## config.mk

```make
export PLATFORM = sky130hd
export DESIGN_NAME = rr_arbiter4_flat
export DESIGN_NICKNAME = d
export VERILOG_FILES = /design/src/rtl/rr_arbiter4_if.sv /design/src/rtl/rr_arbiter4.sv /design/src/flat_wrapper.sv
export SDC_FILE = /design/constraint.sdc
export NUM_CORES = 1
export LEC_CHECK = 0
export ABC_AREA = 0
export CAP_MARGIN = 0
export CORE_MARGIN = 4
export CORE_UTILIZATION = 47
export DETAILED_ROUTE_END_ITERATION = 8
export PLACE_DENSITY = 0.74
export RECOVER_POWER = 25
export SLEW_MARGIN = 10
export SYNTH_ARGS = -nofsm -noshare
export SYNTH_HDL_FRONTEND = slang
export SYNTH_SLANG_ARGS = --single-unit
```

## constraint.sdc

```tcl
create_clock -name clk -period 2 [get_ports clk]
set_input_delay 0.4 -clock clk [delete_from_list [all_inputs] [get_ports clk]]
set_output_delay 0.4 -clock clk [all_outputs]
set_load 0.01 [all_outputs]
```

## src/rtl/rr_arbiter4_if.sv

```systemverilog
// Request/data/grant bundle between four requesters and the round-robin
// arbiter that owns the shared mux/decoder path.
interface rr_arbiter4_if;
  logic i_req_1, i_req_2, i_req_3, i_req_4;
  logic i_d_1, i_d_2, i_d_3, i_d_4;
  logic o_gnt_1, o_gnt_2, o_gnt_3, o_gnt_4;
  logic o_s_1, o_s_2;
  logic o_busy;
  logic o;

  // Requester side: raises requests, supplies data, observes grants.
  modport master (
    output i_req_1, i_req_2, i_req_3, i_req_4,
    output i_d_1, i_d_2, i_d_3, i_d_4,
    input  o_gnt_1, o_gnt_2, o_gnt_3, o_gnt_4,
    input  o_s_1, o_s_2, o_busy, o
  );

  // Arbiter side.
  modport slave (
    input  i_req_1, i_req_2, i_req_3, i_req_4,
    input  i_d_1, i_d_2, i_d_3, i_d_4,
    output o_gnt_1, o_gnt_2, o_gnt_3, o_gnt_4,
    output o_s_1, o_s_2, o_busy, o
  );
endinterface

```

## src/rtl/rr_arbiter4.sv

```systemverilog
// Four-way round-robin arbiter with bounded hold time. Grants are registered
// and one-hot; every change of owner passes through one idle cycle.
module rr_arbiter4 #(
  parameter int unsigned MAX_HOLD = 8
) (
  input logic       clk,
  input logic       rst,
  rr_arbiter4_if.slave bus
);

  typedef enum logic {IDLE = 1'b0, GRANT = 1'b1} state_t;

  // Last hold-count value before the owner must yield (or renew).
  localparam logic [7:0] HOLD_LAST = 8'(MAX_HOLD - 1);

  state_t     state, state_nxt;
  logic [1:0] ptr, ptr_nxt;
  logic [1:0] sel, sel_nxt;
  logic [7:0] hcnt, hcnt_nxt;
  logic [3:0] gnt, gnt_nxt;
  logic       busy, busy_nxt;

  logic [3:0] req;
  logic [3:0] dat;
  logic [1:0] cand;
  logic [1:0] win;
  logic       found;
  logic       own_req;
  logic       other_req;

  assign req = {bus.i_req_4, bus.i_req_3, bus.i_req_2, bus.i_req_1};
  assign dat = {bus.i_d_4, bus.i_d_3, bus.i_d_2, bus.i_d_1};

  // Rotating-priority search: first active request at or after ptr.
  always_comb begin
    win   = ptr;
    found = 1'b0;
    cand  = ptr;
    for (int i = 0; i < 4; i++) begin
      cand = ptr + 2'(i);
      if (!found && req[cand]) begin
        win   = cand;
        found = 1'b1;
      end
    end
  end

  assign own_req   = req[sel];
  assign other_req = |(req & ~(4'b0001 << sel));

  // Next-state and registered-output computation.
  always_comb begin
    state_nxt = state;
    ptr_nxt   = ptr;
    sel_nxt   = sel;
    hcnt_nxt  = hcnt;
    gnt_nxt   = gnt;
    busy_nxt  = busy;
    case (state)
      IDLE: begin
        if (found) begin
          state_nxt = GRANT;
          gnt_nxt   = 4'b0001 << win;
          sel_nxt   = win;
          busy_nxt  = 1'b1;
          hcnt_nxt  = 8'd0;
          ptr_nxt   = win + 2'd1;
        end
      end
      GRANT: begin
        if (!own_req) begin
          // Owner released: drop grant, keep select for the turnaround.
          state_nxt = IDLE;
          gnt_nxt   = 4'b0000;
          busy_nxt  = 1'b0;
        end else if (hcnt == HOLD_LAST) begin
          if (other_req) begin
            // Hold budget spent and someone is waiting: force a turnaround.
            state_nxt = IDLE;
            gnt_nxt   = 4'b0000;
            busy_nxt  = 1'b0;
          end else begin
            // Nobody else wants the path: renew without a gap.
            hcnt_nxt = 8'd0;
          end
        end else begin
          hcnt_nxt = hcnt + 8'd1;
        end
      end
      default: state_nxt = IDLE;
    endcase
  end

  // State and output registers with synchronous reset.
  always_ff @(posedge clk) begin
    if (rst) begin
      state <= IDLE;
      ptr   <= 2'd0;
      sel   <= 2'd0;
      hcnt  <= 8'd0;
      gnt   <= 4'b0000;
      busy  <= 1'b0;
    end else begin
      state <= state_nxt;
      ptr   <= ptr_nxt;
      sel   <= sel_nxt;
      hcnt  <= hcnt_nxt;
      gnt   <= gnt_nxt;
      busy  <= busy_nxt;
    end
  end

  assign bus.o_gnt_1 = gnt[0];
  assign bus.o_gnt_2 = gnt[1];
  assign bus.o_gnt_3 = gnt[2];
  assign bus.o_gnt_4 = gnt[3];
  assign bus.o_s_1   = sel[1];
  assign bus.o_s_2   = sel[0];
  assign bus.o_busy  = busy;
  assign bus.o       = busy & dat[sel];

endmodule

```

## src/flat_wrapper.sv

```systemverilog
// flat-port wrapper written by rule: the top's interface ports become plain ports
module rr_arbiter4_flat 
#(
  parameter int unsigned MAX_HOLD = 8
)
  (clk, rst, bus_i_req_1, bus_i_req_2, bus_i_req_3, bus_i_req_4, bus_i_d_1, bus_i_d_2, bus_i_d_3, bus_i_d_4, bus_o_gnt_1, bus_o_gnt_2, bus_o_gnt_3, bus_o_gnt_4, bus_o_s_1, bus_o_s_2, bus_o_busy, bus_o);
  rr_arbiter4_if bus_i ();
  input logic clk;
  input logic rst;
  input wire logic [$bits(bus_i.i_req_1)-1:0] bus_i_req_1;
  input wire logic [$bits(bus_i.i_req_2)-1:0] bus_i_req_2;
  input wire logic [$bits(bus_i.i_req_3)-1:0] bus_i_req_3;
  input wire logic [$bits(bus_i.i_req_4)-1:0] bus_i_req_4;
  input wire logic [$bits(bus_i.i_d_1)-1:0] bus_i_d_1;
  input wire logic [$bits(bus_i.i_d_2)-1:0] bus_i_d_2;
  input wire logic [$bits(bus_i.i_d_3)-1:0] bus_i_d_3;
  input wire logic [$bits(bus_i.i_d_4)-1:0] bus_i_d_4;
  output wire logic [$bits(bus_i.o_gnt_1)-1:0] bus_o_gnt_1;
  output wire logic [$bits(bus_i.o_gnt_2)-1:0] bus_o_gnt_2;
  output wire logic [$bits(bus_i.o_gnt_3)-1:0] bus_o_gnt_3;
  output wire logic [$bits(bus_i.o_gnt_4)-1:0] bus_o_gnt_4;
  output wire logic [$bits(bus_i.o_s_1)-1:0] bus_o_s_1;
  output wire logic [$bits(bus_i.o_s_2)-1:0] bus_o_s_2;
  output wire logic [$bits(bus_i.o_busy)-1:0] bus_o_busy;
  output wire logic [$bits(bus_i.o)-1:0] bus_o;
  assign bus_i.i_req_1 = bus_i_req_1;
  assign bus_i.i_req_2 = bus_i_req_2;
  assign bus_i.i_req_3 = bus_i_req_3;
  assign bus_i.i_req_4 = bus_i_req_4;
  assign bus_i.i_d_1 = bus_i_d_1;
  assign bus_i.i_d_2 = bus_i_d_2;
  assign bus_i.i_d_3 = bus_i_d_3;
  assign bus_i.i_d_4 = bus_i_d_4;
  assign bus_o_gnt_1 = bus_i.o_gnt_1;
  assign bus_o_gnt_2 = bus_i.o_gnt_2;
  assign bus_o_gnt_3 = bus_i.o_gnt_3;
  assign bus_o_gnt_4 = bus_i.o_gnt_4;
  assign bus_o_s_1 = bus_i.o_s_1;
  assign bus_o_s_2 = bus_i.o_s_2;
  assign bus_o_busy = bus_i.o_busy;
  assign bus_o = bus_i.o;
  rr_arbiter4 #(.MAX_HOLD(MAX_HOLD)) u_core (.clk(clk), .rst(rst), .bus(bus_i));
endmodule
```

==> results.yml, run 1 <==
run_status:
  outcome: "finished with violations"
  violations: "setup timing"
critical_path:
  crit_type: "input pin to register"
  arrival_ns: 2.23
  crit_path_start_kind: "input pin"
  max_stage_delay_ns: 0.37
  crit_chain: "dlygate4sd2_1 > or3_4 > o311a_4 > a21o_4 > a2111oi_4 > mux2i_1"
  path_buf_inv: 1
  cp_slowest_cell: "o311a_4"
  end_kind: "register"
  critical_path.top_delay_family: "compound AO/OA/AOI/OAI gates"
  required_ns: 2.23
  critPathMaxFanout: 4
synthesis:
  synth-compound-area-share_pct: 22.51
  async_reset_ff_share_pct: 0
  synthAdderAreaFrac_pct: 5.464
  yosysSeqAreaShare_pct: 31.48
  ys_warn_count: 0
  synth_edf_count: 0
  syn-cell-area_um2: 1145
  synth.distinct_cells: 39
  synth_top_area_share_pct: 31.48
  ys_ff_latch: 18
  synth_area_leaders: "dfxtp_1 31%, a21oi_1 7.9%, nand2_1 5.9%"
  synth_largest_area_cell: "dfxtp_1"
  synth_xor_xnor_area_share_pct: 0.7650
  synthSimpleGateAreaFrac_pct: 25.25
  avgSynthCellArea_um2: 8.544
  syn_nets: 149
  synthFlopType: "dfxtp_1"
  synth_top_family_by_area: "simple AND/OR/NAND/NOR gates"
  synth_cells: 134
  muxShareOfSynthArea_pct: 6.885
clocking:
  clock_latency_ns: 0.30
  clk_path_buf_depth: 2
  cts_buffers: 3
  htree_levels: 1
  clkSinkCount: 18
  clk_transition_reported_paths_ns: 0.10
  cts_tree: "built"
  cts-root-buf: "clkbuf_4"
floorplanning:
  die_x_um: 57.36
  start_util_pct: 50.78
  ioPinCount: 18
  rows: 17
  core-area_um2: 2255
  die-area_um2: 3290
  die_y_um: 57.36
sta:
  period_needed_ns: 2.003
  drv_slew: 0
  max_slew_margin_pct: 72.09
  worstMarginPinSlew_ns: 0.4161
  fin_crit_sh_pct: 100.1
  fmax_ghz: 0.4993
  tns_ns: -0.002893
  hold_viol_final: 0
  finalSetupViolations: 1
  fin_skew_ns: 0.001369
  worst_slack_ns: -0.002893
global_routing:
  grt_pass1_vias: 1129
  grt_pass1_wl_um: 5202
  grt_max_degree: 13
  antenna_found_initial: 0
  grt_util_all_layers_pct: 19.70
  overflow: 0
placement:
  post-place-ws_ns: -0.4790
  dp_hpwl_um: 2189
  placed_cell_area_um2: 1433
  place_congestion: 0.8029
  numPortBuffers: 17
finish:
  syn_to_final_growth_pct: 32.13
  drive_above_1_share_pct: 26.19
  final_nets: 184
  layout_common_cells: "19 x buf_4, 18 x nand2_1, 17 x a21oi_1, 17 x dfxtp_1, 8 x clkdlybuf4s50_1"
  antenna_cells: 0
  layout_commonest_cell: "buf_4"
  fin_area_um2: 1513
detailed_routing:
  drt_pass1_iterations: 4
  wire_per_inst_um: 15.20
  drtIter0Drc: 18
  drc: 0
  vias: 1128
  avgViaCountPerCell: 5.755
  drtAntennaViolNets: 0
  wl_um: 2980
power_and_ir_drop:
  p_per_area_nw_per_um2: 620.0
  ir_drop_mv: 0.5199
  p_leak_nw: 0.5736
flow_run:
  maxCapViolations: 0
min_path:
  hold_class: "register to register"
metal layers:
metal	global-route usage [%]	vias to the layer above	share of wire [%]
li1	-	563	-
met1	23.84	536	45
met2	34.03	23	51
met3	4.751	6	3.1
met4	6.291	0	1.5
met5	0	-	0
sequential cells by signal (all words and copies together) (netlist names):
register           flops
u_core.hcnt            8
u_core.gnt             4
u_core.ptr             2
u_core.sel             2
u_core.bus.o_busy      1
u_core.state           1
path summary, 6_finish.rpt:
kind	start	end	slack [ns]	cells after the start
max	bus_i_req_4	u_core.hcnt[7]	-0.003	6
min	u_core.gnt[2]	u_core.gnt[2]	0.48	2
max reg2reg	u_core.sel[0]	u_core.hcnt[7]	0.04	5
min reg2reg	u_core.gnt[2]	u_core.gnt[2]	0.48	2
cells by family (layout without fill, tap and decap cells):
kind of cell / count (synthesis) / count (layout)
multiplexers: 5 / 5
AND/OR/NAND/NOR: 55 / 55
flip-flops: 18 / 18
adder cells (fa/ha/maj): 5 / 5
buffers and inverters: 12 / 46
AO/OA/AOI/OAI: 38 / 38
XOR/XNOR: 1 / 1
Yosys cell counts, drive strengths merged, types with 4 or more instances:
master and n:
a21oi 18, buf 5, dfxtp 18, ha 5, inv 4, nand2 18
nand3 7, nor2 5, nor3 5, o21ai 7
layout make-up:
cell class                      instances  area, um2
Sequential cell                        18      361.6
Inverter                                4      15.01
Tap cell                               28      35.03
Multi-Input combinational cell        104      739.5
Clock buffer                            4      36.28
Timing Repair Buffer                   38      325.3
Fill cell                             193      742.0
metrics by stage:
stage / util, % / hold slack, ns / std cells / total power, W
after global placement: 63.54 / 0.4629 / 190 / 0.0006987
after detailed placement: 63.54 / 0.4695 / 190 / 0.0007085
after CTS: 66.59 / 0.4864 / 195 / 0.0009408
final: 67.09 / 0.4815 / 196 / 0.0009379
after global routing: 67.09 / 0.5203 / 196 / 0.0009956
after floorplan: - / 0.4498 / 134 / 0.0005774
worst min-delay path, stage by stage (launching register included):
cell and delay, ns:
dfxtp_1 0.32, o21ai_0 0.06, a21oi_1 0.06
timing repair:
action                     in CTS  in global routing
pin swaps                       4                  1
setup endpoints to repair       8                 10
hold buffers                    0                  0
gates resized for setup        14                  5
setup buffers                   1                  0
gates cloned                    0                  1
power by group:
part	internal [W]	switching, W	total (W)	leakage (nW)
logic	0.000153	0.000146	0.000299	0.405
clock network	0.000111	0.000118	0.000229	0.0210
registers	0.000385	0.0000252	0.000410	0.147
Note: power is estimated with default switching activity, not from simulation.
==> run 2, diff against run 1 <==
- CELL_PAD_IN_SITES_DETAIL_PLACEMENT: default -> 2
- CELL_PAD_IN_SITES_GLOBAL_PLACEMENT: default -> 2
- CORE_UTILIZATION: 47 -> 28
- PLACE_DENSITY: 0.74 -> default
- PLACE_DENSITY_LB_ADDON: default -> 0.1
- TNS_END_PERCENT: default -> 100
==> run 2 against run 1 <==
The run now ends clean. Largest cell class unchanged. Combinational power grew 4%. Setup slack gained 0.043 ns. Count of clock-buffer cells in the layout shrank 1. Cell count grew 9.7%. Utilization shrank 26 points. Clock power grew 15%. Via count grew 0.53%. Worst hold slack gained 0.0058 ns. Critical path depth shrank 2. Fmax grew 2.2%. Sequential share of layout area shrank 0.40 points. Total power grew 5.4%.
==> results.yml, run 2 (same netlist as run 1, synthesis figures left out) <==
sta:
  fmax_ghz: 0.5103
  hold_viol_final: 0
  fin_crit_sh_pct: 97.98
  worstMarginPinSlew_ns: 0.3466
  finalSetupViolations: 0
  drv_slew: 0
  period_needed_ns: 1.960
  grt_setup_unrepaired: "no"
  max_slew_margin_pct: 76.65
  fin_skew_ns: 0.008346
detailed_routing:
  drtAntennaViolNets: 0
  drtIter0Drc: 18
  avgViaCountPerCell: 5.274
  vias: 1134
  drc: 0
  wire_per_inst_um: 17.21
  drt_pass1_iterations: 4
  wl_um: 3701
power_and_ir_drop:
  p_leak_nw: 0.5822
  p_per_area_nw_per_um2: 638.3
  ir_drop_mv: 0.3077
global_routing:
  grt_util_all_layers_pct: 15.28
  grt_pass1_wl_um: 6161
  grt_max_degree: 13
  antenna_found_initial: 0
  grt_pass1_vias: 1214
  overflow: 0
finish:
  layout_common_cells: "22 x buf_4, 18 x a21oi_1, 17 x nand2_1, 17 x dfxtp_1, 7 x nand3_1"
  antenna_cells: 0
  fin_util_pct: 40.78
  drive_above_1_share_pct: 25.75
  final_cells: 215
  layout_commonest_cell: "buf_4"
  largestRegisters: "u_core.hcnt x8, u_core.gnt x4"
  top_register: "u_core.hcnt"
  largest_reg_flops: 8
  final_nets: 184
  syn_to_final_growth_pct: 35.30
floorplanning:
  core-area_um2: 3799
  die_y_um: 71.95
  rows: 22
  die_x_um: 71.95
  die-area_um2: 5176
  ioPinCount: 18
  start_util_pct: 30.14
critical_path:
  critPathMaxFanout: 1
  reg2reg_slack_ns: 0.11
  end_kind: "primary output"
  crit_path_end: "bus_o"
  required_ns: 1.60
  rr_startpoint: "u_core.sel[0]"
  reg2reg_to: "u_core.hcnt[6]"
  crit_start: "bus_i_d_4"
  ff2ff_path_depth: 6
  arrival_ns: 1.56
  crit_type: "input pin to primary output"
  crit_path_start_kind: "input pin"
clocking:
  cts_tree: "built"
  clk_path_buf_depth: 2
  hold_buffers: 0
  cts_buffers: 3
  clkSinkCount: 18
  cts-root-buf: "clkbuf_8"
  clk_transition_reported_paths_ns: 0.07
  htree_levels: 1
  clock_latency_ns: 0.26
placement:
  dp_hpwl_um: 2745
  place_congestion: 0.7117
  place_inst: 209
  numPortBuffers: 17
run_status:
  outcome: "finished, final reports clean"
min_path:
  hold_class: "register to register"
flow_run:
  maxCapViolations: 0
run 2: cell count changes in the layout (fill, tap and decap cells not counted), moves of 2 or more:
cell and change:
clkbuf_8 +2, buf_2 -2, clkbuf_4 -3, buf_4 +3
clkdlybuf4s50_1 -2
run 2: per-stage QoR:
| step | hold slack (ns) | instance area, um2 | setup WS (ns) | TNS [ns] | power [W] |
|---|---|---|---|---|---|
| floorplan | 0.4498 | 1145 | 0.03492 | 0 | 0.0005774 |
| global route | 0.5251 | 1549 | 0.006829 | 0 | 0.001051 |
| CTS | 0.4922 | 1526 | 0.001315 | 0 | 0.0009944 |
| global placement | 0.4618 | 1438 | -0.4302 | -5.011 | 0.0006991 |
| finish | 0.4873 | 1549 | 0.04043 | 0 | 0.0009887 |
| detailed placement | 0.4784 | 1438 | -0.4862 | -6.274 | 0.0007157 |
run 2: cell type report:
cell class | instances | area [um2]
well taps | 48 | 60.06
fillers | 416 | 2250
multi-input cells | 104 | 747.0
clock buffers | 3 | 41.29
inverters | 4 | 15.01
repair buffers | 38 | 321.6
flip-flops and latches | 18 | 364.1
run 2: per-layer routing:
metal	vias up	wire, um	part of all wire, %	GRT usage [%]
met3	2	92	2.5	3.186
met5	-	0	0	0
met2	12	1956	53	28.47
li1	558	-	-	-
met4	0	19	0.51	3.132
met1	562	1633	44	17.93
run 2: worst min path at each step:
| stage | from | endpoint | slack (ns) | depth (start not counted) |
|---|---|---|---|---|
| after detailed placement | u_core.gnt[1] | u_core.gnt[1] | 0.48 | 2 |
| final | u_core.gnt[2] | u_core.gnt[2] | 0.49 | 2 |
| after global routing | u_core.gnt[0] | u_core.gnt[0] | 0.53 | 2 |
| after floorplan | u_core.hcnt[7] | u_core.hcnt[7] | 0.45 | 2 |
| after global placement | u_core.gnt[1] | u_core.gnt[1] | 0.46 | 2 |
| after CTS | u_core.gnt[1] | u_core.gnt[1] | 0.49 | 2 |
run 2: what timing repair did:
action | 4_1_cts | 5_1_grt
setup buffers | 3 | 0
endpoints found under the setup margin | 15 | 16
gates resized for setup | 14 | 11
gates cloned | 0 | 0
pin swaps | 4 | 4
run 2: critical path, cell delays in order:
cell	delay, ns
clkdlybuf4s50_1	0.39
mux4_2	0.48
and2_4	0.15
buf_4	0.13
run 2: power by group:
part	total, W	internal [W]	switching [W]
clock	0.000264	0.000134	0.000130
combinational	0.000312	0.000155	0.000158
sequential	0.000412	0.000385	0.0000275
==> run 3, diff against run 2 <==
--- a/config.mk
+++ b/config.mk
@@ -12,4 +12,5 @@
 export CORE_MARGIN = 4
 export CORE_UTILIZATION = 28
+export CTS_CLUSTER_SIZE = 16
 export DETAILED_ROUTE_END_ITERATION = 8
 export PLACE_DENSITY_LB_ADDON = 0.1
==> constraint.sdc (replaced) <==
create_clock -name clk -period 2 [get_ports clk]
set_input_delay 0.2 -clock clk [delete_from_list [all_inputs] [get_ports clk]]
set_output_delay 0.2 -clock clk [all_outputs]
set_load 0.01 [all_outputs]
==> run 3 against run 2 <==
Sequential power is essentially flat. Critical path type is now input pin to register. Non-clock buffer count fell by 5. Largest power group unchanged. Fmax increased by 0.53%. Setup slack better by 0.010 ns. Register-to-register slack got worse by 0.06 ns. Combinational power fell by 12%. First-iteration DRC count fell by 28%. Sequential cell count stayed put. Utilization is 1.7 points lower. Highest routed layer unchanged. Sequential share of layout area grew 1.0 points. Design area fell by 4.1%.
==> results.yml, run 3 (same netlist as run 1, synthesis figures left out) <==
sta:
  fin_skew_ns: 0.001906
  period_needed_ns: 1.949
  finalSetupViolations: 0
  max_slew_margin_pct: 73.37
  hold_viol_final: 0
  drv_slew: 0
  grt_setup_unrepaired: "yes"
  fmax_ghz: 0.5130
  tns_ns: 0
  fin_crit_sh_pct: 97.46
  worstMarginPinSlew_ns: 0.3971
floorplanning:
  die_y_um: 71.95
  ioPinCount: 18
  start_util_pct: 30.14
  die-area_um2: 5176
  core-area_um2: 3799
  die_x_um: 71.95
  rows: 22
run_status:
  outcome: "finished, final reports clean"
power_and_ir_drop:
  power_w: 0.001000
  p_leak_nw: 0.5437
  p_per_area_nw_per_um2: 673.4
  ir_drop_mv: 0.2173
finish:
  final_nets: 179
  largest_reg_flops: 8
  antenna_cells: 0
  layout_common_cells: "18 x nand2_1, 18 x a21oi_1, 17 x dfxtp_1, 16 x buf_4, 11 x clkdlybuf4s50_1"
  n_fill_cell: 437
  drive_above_1_share_pct: 18.40
  multiInputGateArea_um2: 701.9
  final_cells: 211
  regArea_um2: 364.1
  largestRegisters: "u_core.hcnt x8, u_core.gnt x4"
  syn_to_final_growth_pct: 29.73
  top_register: "u_core.hcnt"
global_routing:
  grt_pass1_wl_um: 6065
  grt_util_all_layers_pct: 14.93
  antenna_found_initial: 0
  grt_pass1_vias: 1225
  grt_max_degree: 13
  overflow: 0
clocking:
  hold_buffers: 0
  htree_levels: 1
  cts_buffers: 3
  clkSinkCount: 18
  clk_transition_reported_paths_ns: 0.07
  clk_path_buf_depth: 2
  clock_latency_ns: 0.26
  cts_tree: "built"
  cts-root-buf: "clkbuf_8"
critical_path:
  critPathMaxFanout: 5
  reg2reg_to: "u_core.hcnt[7]"
  ff2ff_path_depth: 5
  crit_chain: "clkdlybuf4s50_1 > or4b_1 > a2bb2oi_1 > a21o_4 > a2111oi_4 > mux2i_1"
  required_ns: 2.19
  reg2reg_slack_ns: 0.05
  rr_startpoint: "u_core.sel[0]"
  crit_type: "input pin to register"
  crit_path_start_kind: "input pin"
  cp_slowest_cell: "or4b_1"
  arrival_ns: 2.14
  max_stage_delay_ns: 0.53
  end_kind: "register"
detailed_routing:
  drc: 0
  avgViaCountPerCell: 5.223
  drtAntennaViolNets: 0
  wl_um: 3484
  vias: 1102
  drt_pass1_iterations: 4
  drtIter0Drc: 13
  wire_per_inst_um: 16.51
min_path:
  hold_class: "register to register"
  hold_path.startpoint: "u_core.gnt[3]"
  worst_hold_path.endpoint: "u_core.gnt[3]"
  hold_depth: 2
placement:
  dp_hpwl_um: 2717
  place_inst: 205
  place_congestion: 0.7401
  numPortBuffers: 17
flow_run:
  maxCapViolations: 0
[run 3: cell count changes in the layout (fill, tap and decap cells not counted), sizes merged]
cell | previous run | this run
clkdlybuf4s50 | 6 | 11
buf | 22 | 16
dlygate4sd3 | 6 | 5
dlymetal6s2s | 1 | 0
clkdlybuf4s15 | 1 | 0
[run 3: report_power, final]
group	internal, W	total [W]	switching [W]
registers	0.000385	0.000413	0.0000277
clock network	0.000175	0.000311	0.000136
logic	0.000135	0.000276	0.000141
total	0.000695	0.00100	0.000305
[run 3: worst max path at each step]
stage | start | end | cells past startpoint
after global routing | bus_i_req_2 | u_core.hcnt[7] | 6
after global placement | bus_i_req_2 | u_core.hcnt[7] | 6
after floorplan | u_core.sel[1] | u_core.hcnt[7] | 5
final | bus_i_req_2 | u_core.hcnt[7] | 6
after CTS | bus_i_req_2 | u_core.hcnt[7] | 6
after detailed placement | bus_i_req_2 | u_core.hcnt[7] | 6
[run 3: what timing repair did]
item                       in CTS  in global routing
setup endpoints to repair       2                  5
pin swaps                       3                  1
buffers inserted                2                  0
resized for setup               3                  1
[run 3: cell type report]
type / count / area share [%]
multi-input combinational: 104 / 47.26
sequential: 18 / 24.52
timing repair buffer: 33 / 19.46
tap: 48 / 4.044
clock buffer: 4 / 3.707
inverter: 4 / 1.011
[run 3: worst max-delay path, delay by kind of cell]
| kind | cells | cell delay, ns |
|---|---|---|
| AOI/OAI and AO/OA | 3 | 0.75 |
| buffers and inverters | 1 | 0.44 |
| muxes | 1 | 0.22 |
| and+or+nand+nor | 1 | 0.53 |
[run 3: routing by layer]
layer | track usage (%) | up-vias | share of wire, %
met2 | 26.63 | 10 | 52
li1 | - | 547 | -
met4 | 5.010 | 0 | 1.4
met1 | 18.33 | 540 | 45
met3 | 2.078 | 5 | 1.7
met5 | 0 | - | 0
[run 3: stage by stage]
stage | hold WS [ns] | util [%] | cell area (um2) | setup slack (ns)
after floorplan | 0.2694 | - | 1145 | 0.1385
after global placement | 0.4635 | 37.06 | 1408 | -0.2341
after detailed placement | 0.4758 | 37.06 | 1408 | -0.2942
after CTS | 0.4898 | 38.97 | 1480 | 0.003431
after global routing | 0.5237 | 39.10 | 1485 | -0.04770
final | 0.4836 | 39.10 | 1485 | 0.05073
